<file path="config.mk">
export PLATFORM = sky130hd
export DESIGN_NAME = mem_access_unit
export DESIGN_NICKNAME = d
export VERILOG_FILES = /design/src/rtl/cpu_pkg.sv /design/src/rtl/ea_calc.sv /design/src/rtl/mem_access_unit.sv
export SDC_FILE = /design/constraint.sdc
export NUM_CORES = 1
export LEC_CHECK = 0
export CAP_MARGIN = 20
export CORE_ASPECT_RATIO = 0.75
export CORE_UTILIZATION = 30
export CTS_CLUSTER_DIAMETER = 150
export DETAILED_ROUTE_END_ITERATION = 7
export PLACE_DENSITY = 0.53
export SKIP_LAST_GASP = 1
export SYNTH_ARGS = -nofsm -noshare
export SYNTH_HDL_FRONTEND = slang
export SYNTH_HIERARCHICAL = 1
export SYNTH_SLANG_ARGS = --single-unit
</file>
<file path="constraint.sdc">
create_clock -name clock -period 3.5 [get_ports clock]
set_input_delay 0.35 -clock clock [delete_from_list [all_inputs] [get_ports clock]]
set_output_delay 0.35 -clock clock [all_outputs]
set_load 0.02 [all_outputs]
</file>
<file path="src/rtl/cpu_pkg.sv">
// Shared types and constants for the 16-bit multi-phase controller.
// Holds instruction class codes, the memory-phase FSM states and the EA sign-extension helper.
package cpu_pkg;

  localparam int unsigned DataW   = 16;
  localparam int unsigned RegIdxW = 3;
  localparam int unsigned DispW   = 8;

  typedef enum logic [1:0] {
    ClsLoad  = 2'b00,
    ClsStore = 2'b01,
    ClsLiBr  = 2'b10,
    ClsCalc  = 2'b11
  } instr_class_e;

  typedef enum logic [1:0] {
    StIdle,
    StIssue,
    StWait,
    StResp
  } mau_state_e;

  function automatic logic [DataW-1:0] sext_disp(input logic [DispW-1:0] disp);
    return {{(DataW - DispW){disp[DispW-1]}}, disp};
  endfunction

endpackage

</file>
<file path="src/rtl/ea_calc.sv">
// Effective-address adder: base + sign-extended 8-bit displacement, modulo 2^16.
// Flags any address outside the implemented 2^MemAw-word memory.
module ea_calc
  import cpu_pkg::*;
#(
  parameter int unsigned MemAw = 8
) (
  input  logic [DataW-1:0] base_i,
  input  logic [DispW-1:0] disp_i,
  output logic [DataW-1:0] ea_o,
  output logic             fault_o
);

  always_comb begin
    ea_o    = base_i + sext_disp(disp_i);
    // A shift of MemAw >= 16 leaves zero, so a full-width memory never faults.
    fault_o = (ea_o >> MemAw) != '0;
  end

endmodule

</file>
<file path="src/rtl/mem_access_unit.sv">
// Load/store memory phase: registers the effective address on accept, drives the synchronous
// memory and returns load data or store completion through a valid/ready response.
module mem_access_unit
  import cpu_pkg::*;
#(
  parameter int unsigned MEM_AW = 8,
  parameter int unsigned RD_LAT = 1
) (
  input  logic               clock,
  input  logic               reset,
  input  logic               req_valid,
  output logic               req_ready,
  input  logic               req_store,
  input  logic [DataW-1:0]   req_base,
  input  logic [DispW-1:0]   req_disp,
  input  logic [DataW-1:0]   req_wdata,
  input  logic [RegIdxW-1:0] req_rd,
  output logic [DataW-1:0]   mem_address,
  output logic [DataW-1:0]   mem_data,
  output logic               mem_wren,
  input  logic [DataW-1:0]   mem_q,
  output logic               resp_valid,
  input  logic               resp_ready,
  output logic               resp_wb,
  output logic [RegIdxW-1:0] resp_rd,
  output logic [DataW-1:0]   resp_data,
  output logic               resp_fault
);

  mau_state_e         state_q;
  instr_class_e       cls_q;
  logic [RegIdxW-1:0] rd_q;
  logic [1:0]         cnt_q;
  logic [DataW-1:0]   mem_address_q;
  logic [DataW-1:0]   mem_data_q;
  logic               mem_wren_q;
  logic               resp_valid_q;
  logic               resp_wb_q;
  logic [RegIdxW-1:0] resp_rd_q;
  logic [DataW-1:0]   resp_data_q;
  logic               resp_fault_q;

  logic [DataW-1:0]   ea;
  logic               ea_fault;

  ea_calc #(
    .MemAw (MEM_AW)
  ) u_ea_calc (
    .base_i  (req_base),
    .disp_i  (req_disp),
    .ea_o    (ea),
    .fault_o (ea_fault)
  );

  always_ff @(posedge clock) begin
    if (reset) begin
      state_q       <= StIdle;
      cls_q         <= ClsLoad;
      rd_q          <= '0;
      cnt_q         <= '0;
      mem_address_q <= '0;
      mem_data_q    <= '0;
      mem_wren_q    <= 1'b0;
      resp_valid_q  <= 1'b0;
      resp_wb_q     <= 1'b0;
      resp_rd_q     <= '0;
      resp_data_q   <= '0;
      resp_fault_q  <= 1'b0;
    end else begin
      unique case (state_q)
        StIdle: begin
          if (req_valid) begin
            cls_q <= req_store ? ClsStore : ClsLoad;
            rd_q  <= req_rd;
            if (ea_fault) begin
              // No memory access at all: report the fault straight away.
              state_q      <= StResp;
              resp_valid_q <= 1'b1;
              resp_fault_q <= 1'b1;
              resp_wb_q    <= 1'b0;
              resp_rd_q    <= req_rd;
              resp_data_q  <= '0;
            end else begin
              state_q       <= StIssue;
              mem_address_q <= ea;
              mem_data_q    <= req_store ? req_wdata : '0;
              mem_wren_q    <= req_store;
            end
          end
        end
        StIssue: begin
          mem_wren_q <= 1'b0;
          if (cls_q == ClsStore) begin
            state_q      <= StResp;
            resp_valid_q <= 1'b1;
            resp_wb_q    <= 1'b0;
            resp_fault_q <= 1'b0;
            resp_rd_q    <= rd_q;
          end else begin
            state_q <= StWait;
            cnt_q   <= 2'(RD_LAT - 1);
          end
        end
        StWait: begin
          if (cnt_q == '0) begin
            state_q      <= StResp;
            resp_valid_q <= 1'b1;
            resp_wb_q    <= 1'b1;
            resp_fault_q <= 1'b0;
            resp_rd_q    <= rd_q;
            resp_data_q  <= mem_q;
          end else begin
            cnt_q <= cnt_q - 2'd1;
          end
        end
        StResp: begin
          if (resp_ready) begin
            state_q      <= StIdle;
            resp_valid_q <= 1'b0;
            resp_wb_q    <= 1'b0;
            resp_fault_q <= 1'b0;
            resp_rd_q    <= '0;
            resp_data_q  <= '0;
          end
        end
        default: state_q <= StIdle;
      endcase
    end
  end

  assign req_ready   = (state_q == StIdle);
  assign mem_address = mem_address_q;
  assign mem_data    = mem_data_q;
  assign mem_wren    = mem_wren_q;
  assign resp_valid  = resp_valid_q;
  assign resp_wb     = resp_wb_q;
  assign resp_rd     = resp_rd_q;
  assign resp_data   = resp_data_q;
  assign resp_fault  = resp_fault_q;

endmodule
</file>
* Word-level counts from Yosys, hierarchy flattened
Cells that the tools add are included.
** Storage, ports and cells
- Flip-flop bits (word level) :: 64
- Input port bits :: 64
- Output and inout bits :: 56
- Logic and storage cells :: 77
** Cells by class
- Add/sub/neg operators :: 2
- Equality and inequality tests :: 12
- Multiplexer cells :: 37
- Bitwise gates (word level) :: 1
- Reductions and logical operators :: 13
** Operator list (number)
- 16-bit 2-to-1 mux :: 5
- 16-bit one-hot mux with 3 select lines :: 1
- 16-bit adder :: 1
- 16-bit nonzero test :: 1
- 3-bit 2-to-1 mux :: 5
- 2-bit != test, second input constant :: 7
- 1-bit 2-to-1 mux :: 13
- 2-bit 2-to-1 mux :: 6
- 1-bit one-hot mux with 4 select lines :: 3
- 3-bit one-hot mux with 4 select lines :: 1
- 3-bit AND reduction :: 4
- 5-bit AND reduction :: 2
- 2-bit one-hot mux with 4 select lines :: 1
- 2-bit by 1-bit == test with 1-bit output, second input constant :: 2
- 2-bit == test, second input constant :: 2
- 2-bit logical NOT :: 2
- 2-bit one-hot mux with 2 select lines :: 1
- 2-bit nonzero test :: 2
- 3-bit nonzero test :: 1
- 2-bit by 1-bit != test with 1-bit output, second input constant :: 1
- 1-bit one-hot mux with 2 select lines :: 1
- 2-bit AND reduction :: 1
- 2-bit by 1-bit subtractor with 2-bit output, second input constant :: 1
- 1-bit NOT :: 1

* Depth between registers and ports, before layout
Gate-level depths: netlist of run 1.
- Depth after elaboration :: 5
- Gate-level depth with buffers :: 16
- Mapped depth without buffers :: 14

* Modules after synthesis
The synthesis of run 1 kept the hierarchy.
** Modules (own cells, without submodules)
- mem_access_unit :: times used 1, cells an instance 315, area each 2622.5 um2, seq. area each 1261.2 um2
- ea_calc :: times used 1, cells an instance 119, area each 913.4 um2, seq. area each 0.0 um2

* Worst setup path after synthesis of run 1
Ideal clock, no wire load.
- Path kind :: input port to flip-flop
- Start point :: in req_base[0]
- End point :: reg resp_data_q[0] (netlist: resp_data[0])
- Setup time :: 0.070 ns
- Arrival :: 2.952 ns
- Required time :: 3.430 ns
- Slack :: 0.477 ns
- Stages on the path :: 16
- Path buffers :: 2
- Cells stage by stage :: ha_1 inv_1 fa_1 nor2b_2 o2111ai_2 a21oi_2 nor2_1 xnor2_1 nor4_1 nand4bb_1 nand2b_1 buf_2 nand2b_2 buf_2 o21ai_0 a21oi_1
** Between the ends
- Longest elaborated chain between the ends :: 4
** Ends and longest elaborated chain
- start, declared :: line mem_access_unit.sv:14 : input logic [DataW-1:0] req_base,
- 16-bit adder :: line ea_calc.sv:15 : ea_o = base_i + sext_disp(disp_i);
- net ea[10] :: line mem_access_unit.sv:43 : logic [DataW-1:0] ea;
- 16-bit nonzero test :: line ea_calc.sv:17 : fault_o = (ea_o >> MemAw) != '0;
- net ea_fault :: line mem_access_unit.sv:44 : logic ea_fault;
- 2-bit by 1-bit != test with 1-bit output (no source line)
- 5-bit AND reduction (no source line)
- end signal, assigned :: line mem_access_unit.sv:111 : resp_data_q <= mem_q;
- end, declared :: line mem_access_unit.sv:40 : logic [DataW-1:0] resp_data_q;
The timed path passes the listed nets, and every way through them passes these cells.
A chain may end at the register's enable or synchronous reset.

* Worst setup path in the final report of run 1
- Start point :: in req_disp[7]
- End point :: reg mem_address_q[15] (netlist: mem_address[15])
** Between the ends
- Longest elaborated chain between the ends :: 4
** Ends and longest elaborated chain
- start, declared :: line mem_access_unit.sv:15 : input logic [DispW-1:0] req_disp,
- 16-bit adder :: line ea_calc.sv:15
- net ea[15] :: line mem_access_unit.sv:43
- 16-bit nonzero test :: line ea_calc.sv:17
- net ea_fault :: line mem_access_unit.sv:44
- 1-bit NOT (no source line)
- 3-bit AND reduction (no source line)
- end signal, assigned :: line mem_access_unit.sv:61 : mem_address_q <= '0;
- end signal, assigned :: line mem_access_unit.sv:85 : mem_address_q <= ea;
- end, declared :: line mem_access_unit.sv:34 : logic [DataW-1:0] mem_address_q;
The timed path passes the listed nets, and every way through them passes these cells.

==> results of run 1 <==
per-stage QoR:
| step | TNS (ns) | hold WS [ns] | power (mW) | util (%) |
|---|---|---|---|---|
| global route | -0.781 | 0.401 | 3.03 | 48.2 |
| detailed placement | -6.75 | 0.446 | 1.89 | 44.6 |
| CTS | 0 | 0.381 | 2.89 | 47.5 |
| finish | 0 | 0.389 | 2.88 | 48.2 |
| global placement | -4.85 | 0.437 | 1.89 | 44.6 |
| floorplan | 0 | 0.437 | 1.53 | - |
sequential cells by signal (all words and copies together) (netlist names):
| register | count |
|---|---|
| cls_q | 1 |
| cnt_q | 2 |
| mem_address | 16 |
| mem_data | 16 |
| mem_wren | 1 |
| rd_q | 3 |
| resp_data | 16 |
| resp_fault | 1 |
| resp_rd | 3 |
| resp_valid | 1 |
| resp_wb | 1 |
| state_q | 2 |
power groups by stage:
stage	sequential [mW]	combinational (mW)	clock, mW
after CTS	0.853	1.03	1.00
after global routing	0.864	1.14	1.03
after global placement	0.864	1.02	0
final	0.852	1.04	0.985
after floorplan	0.931	0.595	0
after detailed placement	0.867	1.03	0
kinds of logic after synthesis:
family	count (synthesis)	share of synthesized area, %
compound gates	135	23.8
xor+xnor	11	2.72
fa+ha+maj	22	8.00
buf+inv	41	6.09
flops	63	35.7
mux	1	0.283
simple gates	161	23.4
critical path, stage by stage:
cell             delay, ns
clkdlybuf4s50_1       0.66
ha_1                  0.34
and3_4                0.22
and2b_1               0.19
a31oi_1               0.33
o32a_1                0.25
o21ai_2               0.08
nor2_1                0.14
nand4bb_1             0.15
buf_4                 0.18
nand3b_1              0.20
buf_4                 0.19
buf_4                 0.16
nand2_1               0.07
a21oi_1               0.06
synthesized netlist by cell type (all sizes together) (4+ instances only):
| cell type | n |
|---|---|
| ha | 21 |
| and2 | 4 |
| a31oi | 11 |
| nand2b | 9 |
| nand2 | 63 |
| nand3 | 28 |
| nor3 | 4 |
| a21oi | 67 |
| buf | 17 |
| xnor2 | 11 |
| nor4 | 4 |
| dfxtp | 63 |
| o21ai | 28 |
| a211oi | 6 |
| nor2 | 17 |
| a311oi | 4 |
| nand4 | 18 |
| clkbuf | 13 |
| inv | 11 |
| nand3b | 5 |
cell type report:
type                       count  area, sq um  share of cell area [%]
timing repair buffer         154         1480                    27.4
clock inverter                 3         65.1                    1.21
clock buffer                  13          260                    4.82
sequential                    63         1260                    23.4
multi-input combinational    330         2090                    38.8
tap                          157          196                    3.64
inverter                      11         41.3                   0.765
routing by layer:
metal  wire length, um  track usage [%]  vias to the layer above
met5                 0                0                        -
met4                84             5.06                        0
met3               722             5.56                        7
met2              4760             26.5                      115
met1              5500             25.3                     1715
li1                  -                -                     1832
worst paths after layout:
check,startpoint,to,slack [ns],cells after the start
worst max-delay path,req_disp[7],mem_address[15]$_SDFFE_PP0P_,0.09,15
worst min-delay path,reset,resp_wb$_SDFFE_PP0P_,0.39,3
worst max register to register,state_q[0]$_SDFFE_PP0P_,resp_rd[2]$_SDFFE_PP0P_,1.16,7
worst min register to register,mem_address[5]$_SDFFE_PP0P_,mem_address[5]$_SDFFE_PP0P_,0.45,2
timing repair:
item | 4_1_cts | 5_1_grt
resized for setup | 0 | 9
endpoints found under the setup margin | 0 | 52
setup buffers | 0 | 5
==> summary.txt, run 1 <==
clock slew at reported path FFs: 0.05 ns
root buffer cell: clkbuf_16
Slew @ Worst Pin: 0.740 ns
post-synth top area share: 35.7%
initial antenna violation count: 0
Fin. Hold Viols: 0
via count: 3669
Worst-Skew Late Latency: 0.33 ns
maxcap violations: 0
dpl ws: -0.185 ns
dominant synthesized flop cell: dfxtp_1
Synth cell types: 59
dpl cell area: 4990 sq um
Final Wtd Congestion: 0.867
first-pass detailed-route iteration total: 5
Comb pwr share: 36.2%
HPWL Detailed: 7.96 mm
Mapped Cells: 434
final wirelength: 11.1 mm
crit path launch type: input pin
status: completed
Min-Delay Path Class: in -> reg
crit path time final: 3.41 ns
total CTS buffers: 9
Finished Cell Area: 5400 sq um
DR vias/cell: 5.02
CTS tree: yes
chip width: 127 um
Sw Ratio: 33.4%
syn_area_per_cell: 8.15 sq um
Synth area leaders: dfxtp_1 36%, a21oi_1 8.9%, ha_1 7.4%
Worst EP required: 3.68 ns
fmax: 294 MHz
pwr dens: 534 nW/um^2
H-Tree Depth: 3
leakage power: 1.95 nW
first-pass GRT wire length: 17.1 mm
most frequent cells in the layout: 118 x clkdlybuf4s50_1, 63 x a21oi_1, 63 x nand2_1, 63 x dfxtp_1, 32 x buf_4
P_sw: 0.961 mW
sequential share of power: 29.6%
layout cell share with drive strength beyond 1: 13.2%
Pins Over Slew Limit: 0
fin crit share: 97.3%
maximum fanout along the worst path: 7
num ports: 120
number of core rows: 33
Worst EP arrival: 3.58 ns
placed insts: 709
grt ovf: 0
Global Route Usage Sum: 18.1%
post-layout net count: 655
die area: 12200 sq um
syn_nets: 520
clock skew after layout: 0.00747 ns
DRT antenna net count: 0
asr flop ratio synth: 0%
clk sinks: 63
core area: 11200 sq um
first-iteration detailed-routing DRC count: 160
Port Buf Inserts: 119
CP Capture Type: flip-flop
drc violations: 0
internal power: 1.92 mW
EDFF count, synth: 0
Clk pwr share: 34.2%
Layout area overhead: 52.6%
vias in the first global route: 3391
non-filler cells, final: 731
most area-hungry cell type in the Yosys netlist: dfxtp_1
#FFs+latches synth: 63
Slew HR: 50.5%
initial core utilization: 31.6%
pin count of the biggest net entering global routing: 62
Peak supply drop: 0.215 mV
Hold Buf Count CTS: 0
commonest non-fill, non-tap cell in the layout: clkdlybuf4s50_1
CTS Buffer Depth: 2
sequential cell area fraction in the yosys report: 35.7%
CP Class: in -> reg
wire per inst: 15.1 um
synth warn: 6
Mapped Area: 3540 sq um
setup ws final: 0.0930 ns
Die H: 96.0 um
Fill cells: 1119
final setup vio count: 0
ANT cells: 0
Note: power is estimated with default switching activity, not from simulation.
==> run 2, diff against run 1 <==
--- a/config.mk
+++ b/config.mk
@@ -7,10 +7,12 @@
 export LEC_CHECK = 0
 export CAP_MARGIN = 20
 export CORE_ASPECT_RATIO = 0.75
+export CORE_MARGIN = 4
 export CORE_UTILIZATION = 30
 export CTS_CLUSTER_DIAMETER = 150
 export DETAILED_ROUTE_END_ITERATION = 7
-export PLACE_DENSITY = 0.53
+export DONT_BUFFER_PORTS = 1
+export PLACE_DENSITY = 0.4
 export SKIP_LAST_GASP = 1
 export SYNTH_ARGS = -nofsm -noshare
 export SYNTH_HDL_FRONTEND = slang
==> summary.txt, run 2 (same netlist as run 1, synthesis figures left out) <==
status: completed
number of core rows: 34 (+3.0%)
RSZ-0062 raised after global routing: false
Port Buf Inserts: 0 (-100%)
slowest CP cell: fa_1
CP Depth: 15 (unchanged)
H-Tree Depth: 3 (unchanged)
slowest stage delay, CP: 0.41 ns (-0.25 ns)
Peak supply drop: 0.256 mV (+19%)
CTS tree: yes
Slew HR: 42.7% (-7.8 points)
maximum fanout along the worst path: 16 (+9)
Pins Over Slew Limit: 0 (unchanged)
total CTS buffers: 9 (unchanged)
Hold Buf Count CTS: 0 (unchanged)
crit path launch type: input pin
DR vias/cell: 5.23 (+4.1%)
chip width: 133 um (+4.7%)
CP Class: in -> reg
CP Capture Type: flip-flop
pwr dens: 639 nW/um^2 (+20%)
Die H: 102 um (+6.2%)
most frequent cells in the layout: 63 x a21oi_1, 63 x nand2_1, 63 x dfxtp_1
Resized Gates After CTS: 0 (unchanged)
final wirelength: 10.1 mm (-8.3%)
via count: 3073 (-16%)
root buffer cell: clkbuf_16
core area: 11600 sq um (+3.4%)
post-CTS setup buffer count: 0 (unchanged)
Min-Delay Path Class: in -> reg
clk sinks: 63 (unchanged)
Global Route Usage Sum: 15.0% (-3.1 points)
clock slew at reported path FFs: 0.06 ns (about the same)
worst path buffer plus inverter count: 2 (-2)
drc violations: 0 (unchanged)
Final Wtd Congestion: 0.788 (-9.1%)
setup ws final: 0.459 ns (+0.366 ns)
first-pass GRT wire length: 16.2 mm (-5.2%)
Worst-Skew Late Latency: 0.33 ns (about the same)
vias in the first global route: 2997 (-12%)
fmax: 329 MHz (+12%)
leakage power: 1.33 nW (-32%)
HPWL Detailed: 7.13 mm (-10%)
cells on worst reg2reg path: 7 (unchanged)
num ports: 120 (unchanged)
fin crit share: 86.9% (-10 points)
crit path time final: 3.04 ns (-0.366 ns)
die area: 13600 sq um (+11%)
CTS Buffer Depth: 2 (unchanged)
first-iteration detailed-routing DRC count: 152 (-5.0%)
setup TNS: 0 ns (unchanged)
ANT cells: 0 (unchanged)
pin count of the biggest net entering global routing: 63 (+1.6%)
post-layout net count: 507 (-23%)
wire per inst: 17.3 um (+14%)
Layout area overhead: 10.7%
Fin. Hold Viols: 0 (unchanged)
layout cell share with drive strength beyond 1: 10.8% (-2.4 points)
clock skew after layout: 0.00734 ns (-0.000131 ns)
initial antenna violation count: 0 (unchanged)
Worst EP required: 3.76 ns (+0.08 ns)
DRT antenna net count: 0 (unchanged)
maxcap violations: 0 (unchanged)
first-pass detailed-route iteration total: 4 (-1)
grt ovf: 0 (unchanged)
final setup vio count: 0 (unchanged)
Crit path max-delay family: simple AND/OR/NAND/NOR gates
Slew @ Worst Pin: 0.859 ns (+0.119 ns)
ordered list of cells on the worst path: ha_1 > inv_1 > fa_1 > nor2b_2 > o2111ai_2 > a21oi_2 > nor2_1 > xnor2_1 > nor4_1 > nand4bb_1 > buf_4 > nand2b_1 > nand2b_2 > o21ai_0 > a21oi_1
Worst EP arrival: 3.30 ns (-0.28 ns)
initial core utilization: 30.6% (-1.0 points)
Hold Path Cell Cnt: 1 (-2)
dpl ws: 0.125 ns (+0.310 ns)
-- run 2: cell count changes in the layout (fill, tap and decap cells not counted), sizes merged --
cell,previous run,this run
clkbuf,13,10
clkinvlp,0,2
buf,36,6
inv,11,14
clkdlybuf4s50,118,0
bufinv,2,0
-- run 2: cell type report --
class | count | area [sq um]
clock inverter | 6 | 52.6
clock buffer | 10 | 239
inverter | 11 | 41.3
sequential | 63 | 1260
timing repair buffer | 6 | 57.6
tap | 162 | 203
multi-input combinational | 330 | 2060
fill | 1258 | 7660
-- run 2: per-layer routing --
metal / vias up / wire length [um] / part of all wire, % / GRT usage (%)
met2: 89 / 4100 / 40 / 20.8
met1: 1431 / 5000 / 49 / 20.6
met5: - / 0 / 0 / 0
met4: 0 / 150 / 1.5 / 5.06
met3: 10 / 895 / 8.8 / 6.79
li1: 1543 / - / - / -
-- run 2: final timing paths --
| kind | slack, ns | endpoint | startpoint |
|---|---|---|---|
| hold reg to reg | 0.45 | rd_q[1]$_SDFFE_PP0P_ | rd_q[1]$_SDFFE_PP0P_ |
| hold / removal | 0.08 | mem_data[9]$_SDFFE_PP0P_ | reset |
| setup reg to reg | 1.08 | resp_rd[1]$_SDFFE_PP0P_ | state_q[0]$_SDFFE_PP0P_ |
| setup / recovery | 0.46 | resp_data[10]$_SDFFE_PP0P_ | req_base[0] |
-- run 2: through the flow --
stage                     hold WS [ns]  area [sq um]  total power [mW]  instances  util (%)
after global routing            0.0553          3910              2.66        588      33.8
after floorplan                  0.437          3540              1.53        434         -
after global placement           0.425          3620              1.64        572      31.3
final                           0.0798          3910              2.50        588      33.8
after detailed placement         0.428          3620              1.64        572      31.3
after CTS                       0.0618          3910              2.54        588      33.8
-- run 2: report_power, final --
group	leakage [nW]	switching, mW	total, mW	internal [mW]
sequential	0.511	0.136	0.934	0.798
clock	0.138	0.367	0.877	0.510
combinational	0.685	0.447	0.688	0.242
==> run 3, diff against run 2 <==
--- a/config.mk
+++ b/config.mk
@@ -12,8 +12,8 @@
 export CTS_CLUSTER_DIAMETER = 150
 export DETAILED_ROUTE_END_ITERATION = 7
 export DONT_BUFFER_PORTS = 1
-export PLACE_DENSITY = 0.4
 export SKIP_LAST_GASP = 1
+export SLEW_MARGIN = 5
 export SYNTH_ARGS = -nofsm -noshare
 export SYNTH_HDL_FRONTEND = slang
 export SYNTH_HIERARCHICAL = 1
==> summary.txt, run 3 (same netlist as run 1, synthesis figures left out) <==
status: completed
crit path launch type: input pin
number of core rows: 34 (unchanged)
Pins Over Slew Limit: 0 (unchanged)
DRT antenna net count: 0 (unchanged)
Reg2Reg Setup Slack: 1.15 ns (+0.07 ns)
post-layout net count: 506 (-0.20%)
HPWL Detailed: 6.94 mm (-2.7%)
Final Wtd Congestion: 0.893 (+13%)
Resized Gates After CTS: 0 (unchanged)
Hold Path Cell Cnt: 1 (unchanged)
first-pass GRT wire length: 15.4 mm (-4.8%)
Port Buf Inserts: 0 (unchanged)
first-iteration detailed-routing DRC count: 183 (+20%)
sink of the worst hold path: resp_data[8]$_SDFFE_PP0P_
grt ovf: 0 (unchanged)
die area: 13600 sq um (unchanged)
via count: 3088 (+0.49%)
DR vias/cell: 5.26 (+0.66%)
Worst-Skew Late Latency: 0.32 ns (about the same)
CP Class: in -> reg
reg-to-reg critical path startpoint: state_q[0]$_SDFFE_PP0P_
Peak supply drop: 0.254 mV (-0.77%)
fin crit share: 86.4% (-0.51 points)
worst path buffer plus inverter count: 1 (-1)
layout cell share with drive strength beyond 1: 10.1% (-0.68 points)
vias in the first global route: 2938 (-2.0%)
pwr dens: 635 nW/um^2 (-0.59%)
root buffer cell: clkbuf_16
final setup vio count: 0 (unchanged)
CTS tree: yes
CP Capture Type: flip-flop
leakage power: 1.34 nW (+0.29%)
setup TNS: 0 ns (unchanged)
num ports: 120 (unchanged)
initial core utilization: 30.6% (unchanged)
CTS Buffer Depth: 2 (unchanged)
maxcap violations: 0 (unchanged)
Worst EP required: 3.75 ns (about the same)
Slew HR: 46.9% (+4.2 points)
Slew @ Worst Pin: 0.796 ns (-0.0632 ns)
first-pass detailed-route iteration total: 6 (+2)
wire per inst: 16.0 um (-7.3%)
Min-Delay Path Class: in -> reg
clock skew after layout: 0.00307 ns (-0.00427 ns)
total CTS buffers: 9 (unchanged)
clk sinks: 63 (unchanged)
hold_ws: 0.0939 ns (+0.0141 ns)
RSZ-0062 raised after global routing: false
Fin. Hold Viols: 0 (unchanged)
ANT cells: 0 (unchanged)
chip width: 133 um (unchanged)
final wirelength: 9.39 mm (-7.5%)
most frequent cells in the layout: 63 x a21oi_1, 63 x nand2_1, 63 x dfxtp_1
Reg-to-Reg End: resp_wb$_SDFFE_PP0P_
drc violations: 0 (unchanged)
pin count of the biggest net entering global routing: 63 (unchanged)
slowest stage delay, CP: 0.41 ns (about the same)
Die H: 102 um (unchanged)
initial antenna violation count: 0 (unchanged)
maximum fanout along the worst path: 16 (unchanged)
Layout area overhead: 10.5%
post-CTS setup buffer count: 0 (unchanged)
core area: 11600 sq um (unchanged)
cells on worst reg2reg path: 7 (unchanged)
ordered list of cells on the worst path: ha_1 > inv_1 > fa_1 > nor2b_2 > o2111ai_2 > a21oi_2 > nor2_1 > xnor2_1 > nor4_1 > nand4bb_1 > nand2b_1 > nand2b_2 > o21ai_0 > a21oi_1
Global Route Usage Sum: 14.0% (-0.97 points)
slowest CP cell: fa_1
Crit path max-delay family: simple AND/OR/NAND/NOR gates
clock slew at reported path FFs: 0.05 ns (about the same)
H-Tree Depth: 3 (unchanged)
fmax: 331 MHz (+0.59%)
Hold Buf Count CTS: 0 (unchanged)
Worst EP arrival: 3.27 ns (-0.03 ns)
HP Start: reset
crit path time final: 3.02 ns (-0.0180 ns)
## run 3: how the worst max path moves through the flow
stage	start	to	slack [ns]	cells after the start
2_1_floorplan	req_base[0]	resp_data[0]$_SDFFE_PP0P_	0.48	16
3_5_place_dp	req_base[0]	resp_data[7]$_SDFFE_PP0P_	0.13	14
4_1_cts	req_base[0]	resp_data[7]$_SDFFE_PP0P_	0.48	14
3_3_place_gp	req_base[0]	mem_wren$_SDFFE_PP0P_	0.22	15
5_1_grt	req_base[0]	resp_data[1]$_SDFFE_PP0P_	0.09	14
6_report	req_base[0]	resp_data[1]$_SDFFE_PP0P_	0.48	14
## run 3: power by group
group / internal [mW] / switching [mW]
Sequential: 0.799 / 0.137
Clock: 0.567 / 0.312
Combinational: 0.240 / 0.426
Total: 1.61 / 0.875
## run 3: area by class of cell
class / count / area, sq um
fillers: 1239 / 7660
multi-input cells: 330 / 2060
flip-flops and latches: 63 / 1260
clock buffers: 12 / 246
well taps: 162 / 203
repair buffers: 5 / 50.0
clock inverters: 4 / 45.0
inverters: 11 / 41.3
## run 3: stage by stage
| step | setup slack [ns] | cell area, sq um | instances | power, mW | utilization [%] |
|---|---|---|---|---|---|
| final | 0.477 | 3910 | 587 | 2.48 | 33.8 |
| after floorplan | 0.477 | 3540 | 434 | 1.53 | - |
| after global placement | 0.215 | 3610 | 571 | 1.61 | 31.2 |
| after global routing | 0.0939 | 3910 | 587 | 2.65 | 33.8 |
| after CTS | 0.478 | 3910 | 587 | 2.53 | 33.8 |
| after detailed placement | 0.129 | 3610 | 571 | 1.62 | 31.2 |
## run 3: metal layers
metal  wire (um)  up-vias  share of wire (%)  GRT usage (%)
met1        4360     1436                 46           18.7
met5           0        -                  0              0
met2        4110      117                 44           20.9
met3         846        6                9.0           5.71
met4          75        0               0.80           4.27
li1            -     1529                  -              -
## run 3: worst register-to-register path, delay by kind of cell, from the launching register on
family / cells / cell delay [ns]
AOI/OAI and AO/OA: 1 / 0.22
buffers and inverters: 2 / 0.41
adders and majority gates: 1 / 0.46
DFF: 1 / 0.44
and+or+nand+nor: 3 / 0.73
